[src/rtl/alu_op_sequencer.sv]
// ALU operand/select initiator: latency SETTLE_CYCLES+1 (divide-by-zero 1), cmd_ready low until rsp handshake.
// Optional statistics counters under `ALU_SEQ_STATS_EN (stat_ops, stat_errs).
module alu_op_sequencer #(
  parameter int SETTLE_CYCLES = 1,
  parameter int TAG_W         = 4,
  parameter int CNT_W         = 16
) (
  input  logic             clk,
  input  logic             rst,
  input  logic             cmd_valid,
  output logic             cmd_ready,
  input  logic [7:0]       cmd_a,
  input  logic [7:0]       cmd_b,
  input  logic [3:0]       cmd_op,
  input  logic [TAG_W-1:0] cmd_tag,
  output logic [7:0]       alu_a,
  output logic [7:0]       alu_b,
  output logic [3:0]       alu_select,
  input  logic [7:0]       alu_result,
  input  logic             alu_carry,
  output logic             rsp_valid,
  input  logic             rsp_ready,
  output logic [7:0]       rsp_data,
  output logic             rsp_carry,
  output logic             rsp_err,
  output logic [TAG_W-1:0] rsp_tag,
  output logic             busy
`ifdef ALU_SEQ_STATS_EN
  ,
  output logic [CNT_W-1:0] stat_ops,
  output logic [CNT_W-1:0] stat_errs
`endif
);

  if (SETTLE_CYCLES < 1) begin : g_bad_settle
    $error("alu_op_sequencer: SETTLE_CYCLES must be >= 1");
  end

  localparam int CW = (SETTLE_CYCLES > 1) ? $clog2(SETTLE_CYCLES) : 1;
  localparam logic [CW-1:0] LAST = CW'(SETTLE_CYCLES - 1);

  typedef enum logic [1:0] {IDLE, DRIVE, RESP} state_t;

  state_t        state_q, state_d;
  logic [CW-1:0] cnt_q;
  logic          accept, div_zero, drive_last, rsp_hs;

  assign cmd_ready = (state_q == IDLE);
  assign busy      = (state_q != IDLE);
  assign rsp_valid = (state_q == RESP);
  assign div_zero  = (cmd_op == 4'b0011) && (cmd_b == 8'h00);

  always_ff @(posedge clk or posedge rst) begin
    if (rst) state_q <= IDLE;
    else     state_q <= state_d;
  end

  always_comb begin
    state_d    = state_q;
    accept     = 1'b0;
    drive_last = 1'b0;
    rsp_hs     = 1'b0;
    case (state_q)
      IDLE: begin
        if (cmd_valid) begin
          accept  = 1'b1;
          state_d = div_zero ? RESP : DRIVE;
        end
      end
      DRIVE: begin
        if (cnt_q == LAST) begin
          drive_last = 1'b1;
          state_d    = RESP;
        end
      end
      RESP: begin
        if (rsp_ready) begin
          rsp_hs  = 1'b1;
          state_d = IDLE;
        end
      end
      default: state_d = IDLE;
    endcase
  end

  // Rejected commands never reach the ALU, so its inputs keep the last legal operation.
  always_ff @(posedge clk or posedge rst) begin
    if (rst) begin
      cnt_q      <= '0;
      alu_a      <= '0;
      alu_b      <= '0;
      alu_select <= '0;
      rsp_data   <= '0;
      rsp_carry  <= 1'b0;
      rsp_err    <= 1'b0;
      rsp_tag    <= '0;
    end else begin
      if (accept) begin
        cnt_q   <= '0;
        rsp_tag <= cmd_tag;
        if (div_zero) begin
          rsp_data  <= 8'hFF;
          rsp_carry <= 1'b0;
          rsp_err   <= 1'b1;
        end else begin
          alu_a      <= cmd_a;
          alu_b      <= cmd_b;
          alu_select <= cmd_op;
        end
      end
      if (state_q == DRIVE) begin
        cnt_q <= cnt_q + 1'b1;
        if (drive_last) begin
          rsp_data  <= alu_result;
          rsp_carry <= (alu_select == 4'b0000) && alu_carry;
          rsp_err   <= 1'b0;
        end
      end
    end
  end

`ifdef ALU_SEQ_STATS_EN
  always_ff @(posedge clk or posedge rst) begin
    if (rst) begin
      stat_ops  <= '0;
      stat_errs <= '0;
    end else if (rsp_hs) begin
      if (stat_ops != '1) stat_ops <= stat_ops + 1'b1;
      if (rsp_err && (stat_errs != '1)) stat_errs <= stat_errs + 1'b1;
    end
  end
`endif

endmodule

[config.mk]
export PLATFORM = sky130hd
export DESIGN_NAME = alu_op_sequencer
export DESIGN_NICKNAME = d
export VERILOG_FILES = /design/src/rtl/alu_op_sequencer.sv
export SDC_FILE = /design/constraint.sdc
export NUM_CORES = 1
export LEC_CHECK = 0
export CORE_MARGIN = 10
export CORE_UTILIZATION = 30
export CTS_CLUSTER_DIAMETER = 50
export DETAILED_ROUTE_END_ITERATION = 12
export REMOVE_ABC_BUFFERS = 1
export SLEW_MARGIN = 40
export SYNTH_ARGS = -nofsm -noshare
export SYNTH_HDL_FRONTEND = slang
export SYNTH_SLANG_ARGS = --single-unit
[constraint.sdc]
create_clock -name clk -period 1.6 [get_ports clk]
set_input_delay 0.32 -clock clk [delete_from_list [all_inputs] [get_ports clk]]
set_output_delay 0.32 -clock clk [all_outputs]
set_load 0.005 [all_outputs]
==> impl_metrics.toml <==
[timing]
worstMarginPinSlew_ns = 0.4106
fmax_ghz = 0.6327
setup_violations = 0
max_slew_margin_pct = 72.60
finalClockSkew_ns = 0.006178
min_period_ns = 1.580
finalCritPeriodShare_pct = 98.78
hold_viol = 0
slew_violations = 0
fin_setup_tns_ns = 0

[die]
die_h_um = 92
initial_utilization_pct = 30.65
die_area_um2 = 8464
die_x_um = 92
core_area_um2 = 5075
rows = 26
io_pins = 74

[min_path]
hold_path.class = "primary input to flip-flop"

[pwr]
swShare_pct = 30.62
pwr_density_cell_nw_per_um2 = 1778
clock_power_share_pct = 17.6
power.leakage_uw = 0.001206
switching_power_uw = 1450
power_frac_comb_pct = 47.2
irDropWorstVdd_v = 0.0009296
seqPwrFrac_pct = 35.2
p_int_uw = 3285

[logic_synthesis]
yosysSeqAreaShare_pct = 59.53
synth-compound-area-share_pct = 11.42
synth_fa_ha_area_share_pct = 0
synthCells = 127
synth_top_area_share_pct = 59.53
synth_common_cells = "dfrtp_1, nor2_1, nand2_1"
synth.ff_latch_count = 37
ys.flop_type = "dfrtp_1"
yosysTopAreaCell = "dfrtp_1"
yosysUniqueCellTypes = 29
synth_top_family_by_area = "simple AND/OR/NAND/NOR gates"
synth-edff-count = 0
synth_warnings = 0
synth_most_common_cell = "dfrtp_1"
syn_avg_cell_area_um2 = 12.25
syn-cell-area_um2 = 1555
synthXorXnorAreaFrac_pct = 0
netlist_top_cells_area = "dfrtp_1, mux2_2, nor2_1"
synth.area.mux_share_pct = 8.447
ys_async_sr_fraction_pct = 100.0
synth_simple_gate_area_share_pct = 17.38

[cts]
cts.clk_slew.worst_paths_ns = 0.07
cts_root_buffer = "clkbuf_8"
cts_buffer_depth = 2
ctsHoldBuffers = 0
clkSinkCount = 37
h-tree-depth = 2
worstSkewPairLatency_ns = 0.29
cts_made_buffers = 5
cts_tree = "built"

[global_routing]
met1_usage_pct = 12.20
antenna_found_initial = 0
grt_usage_pct = 11.59
top_usage_layer = "met2"
grt_max_degree = 27
met3_usage_pct = 7.661
grt_pass1_vias = 1580
grt_pass1_wl_um = 7914
grt-ovfl-total = 0
met2_usage_pct = 18.71

[detailed_routing]
wirelength_um = 4819
dr.pass1.iters = 4
ant_nets = 0
via_per_inst = 4.574
num_vias = 1354
wl_per_cell_um = 16.28
drc = 0
drt_iter0_markers = 39

[run_status]
outcome = "completed"

[setup_path]
slowest_delay_ns = 0.46
cp.required_ns = 1.82
crit_chain = "clkdlybuf4s50_1, nor3b_4, nand4_4, or2_4, buf_2, a21oi_2"
path_buf_inv = 2
worstSetupPathType = "primary input to flip-flop"
crit_path_end_kind = "flip-flop"
start_kind = "primary input"
crit_arrival_ns = 1.80
critPathMaxFanout = 5
slowest_stage = "clkdlybuf4s50_1"
path_delay_family = "simple AND/OR/NAND/NOR gates"

[finish]
antennaDiodeCount = 0
fin_cells = 296
syn_to_final_growth_pct = 71.20
drive_gt1_share_pct = 26.11
final_core_util_pct = 52.47
fin_nets = 262
fin_area_um2 = 2663

[flow_run]
maxCapViolCount = 0

[placed_design]
place_area_um2 = 2440
port-buffer-count = 73
dp.cells = 279
gp_congestion = 0.7533
dp_hpwl_um = 3597
-- flip-flops by register name, indices dropped and copies added, names as in the netlist --
signal and flops:
alu_b 8, state_q 2, rsp_tag 4, rsp_carry 1, cnt_q 1, rsp_data 8, alu_a 8, rsp_err 1
alu_select 4
-- power by group through the flow --
stage / Sequential (uW) / Clock (uW) / Combinational, uW
finish: 1670 / 832 / 2230
global route: 1730 / 896 / 2440
CTS: 1670 / 852 / 2240
detailed placement: 1670 / 0 / 2160
global placement: 1660 / 0 / 2120
floorplan: 1680 / 0 / 791
-- layout make-up --
type | instances | area, um2
flip-flops and latches | 37 | 925.9
fillers | 467 | 2412
clock buffers | 7 | 86.33
multi-input cells | 83 | 624.3
well taps | 70 | 87.58
inverters | 3 | 11.26
repair buffers | 95 | 897.1
clock inverters | 1 | 30.03
-- routing by layer --
metal | share of wire [%] | wire length [um]
met1 | 40 | 1911
met2 | 48 | 2296
met3 | 12 | 560
met4 | 1.0 | 50
met5 | 0 | 0
-- stage by stage --
stage	hold WS (ns)	power, uW	setup slack (ns)
4_1_cts	0.3308	4764	0.002824
5_1_grt	0.3635	5064	-0.01012
6_report	0.3158	4734	0.01957
3_3_place_gp	0.4657	3780	-0.3840
2_1_floorplan	0.4254	2469	-0.04657
3_5_place_dp	0.4644	3833	-0.4638
-- kinds of logic (layout without fill, tap and decap cells) --
group                  after synthesis  after routing
multiplexers                        11             11
AND/OR/NAND/NOR                     50             51
flip-flops                          37             37
buffers and inverters                8            106
AO/OA/AOI/OAI                       21             21
-- worst register-to-register path, cell delays in order, from the launching register on --
cell,delay (ns)
dfrtp_1,0.41
nor2_4,0.13
buf_4,0.13
and2_1,0.27
nand2_4,0.13
buf_4,0.17
a22o_1,0.18
-- final timing paths --
check	start	end	slack, ns	cells past startpoint
setup reg to reg	state_q[0]	alu_b[5]	0.08	6
max in group asynchronous	rst	rsp_tag[1]	0.94	3
setup / recovery	cmd_op[3]	rsp_data[5]	0.02	6
hold / removal	cmd_op[1]	alu_select[1]	0.32	3
hold reg to reg	rsp_tag[2]	rsp_tag[2]	0.48	2
min in group asynchronous	rst	rsp_err	0.33	3
-- layout by cell type (no fill, tap or decap) --
master,instances
dfrtp_1,37
nor4_1,1
dlymetal6s2s_1,4
mux2_2,9
inv_1,2
nand3b_1,1
nor3b_4,2
buf_2,1
a21oi_1,1
clkdlybuf4s50_1,60
mux2_4,2
nand4_1,1
inv_2,1
nand2_4,2
o311ai_1,1
a31o_2,1
clkdlybuf4s15_1,1
bufinv_16,1
buf_4,20
nor4_4,2
a21oi_2,8
o21ai_0,1
a32o_1,1
or2_4,1
nand2_1,16
clkbuf_1,1
and2_1,1
a22o_1,8
nor2_1,21
dlygate4sd2_1,8
nand4_4,1
and3_1,1
buf_6,1
clkbuf_8,6
nor2_4,1
-- what timing repair did --
action                     CTS  global route
pin swaps                    5             5
setup buffers                6             1
gates cloned                 1             1
setup endpoints to repair   30            26
gates resized for setup     12            11
(Power assumes the default switching activity.)
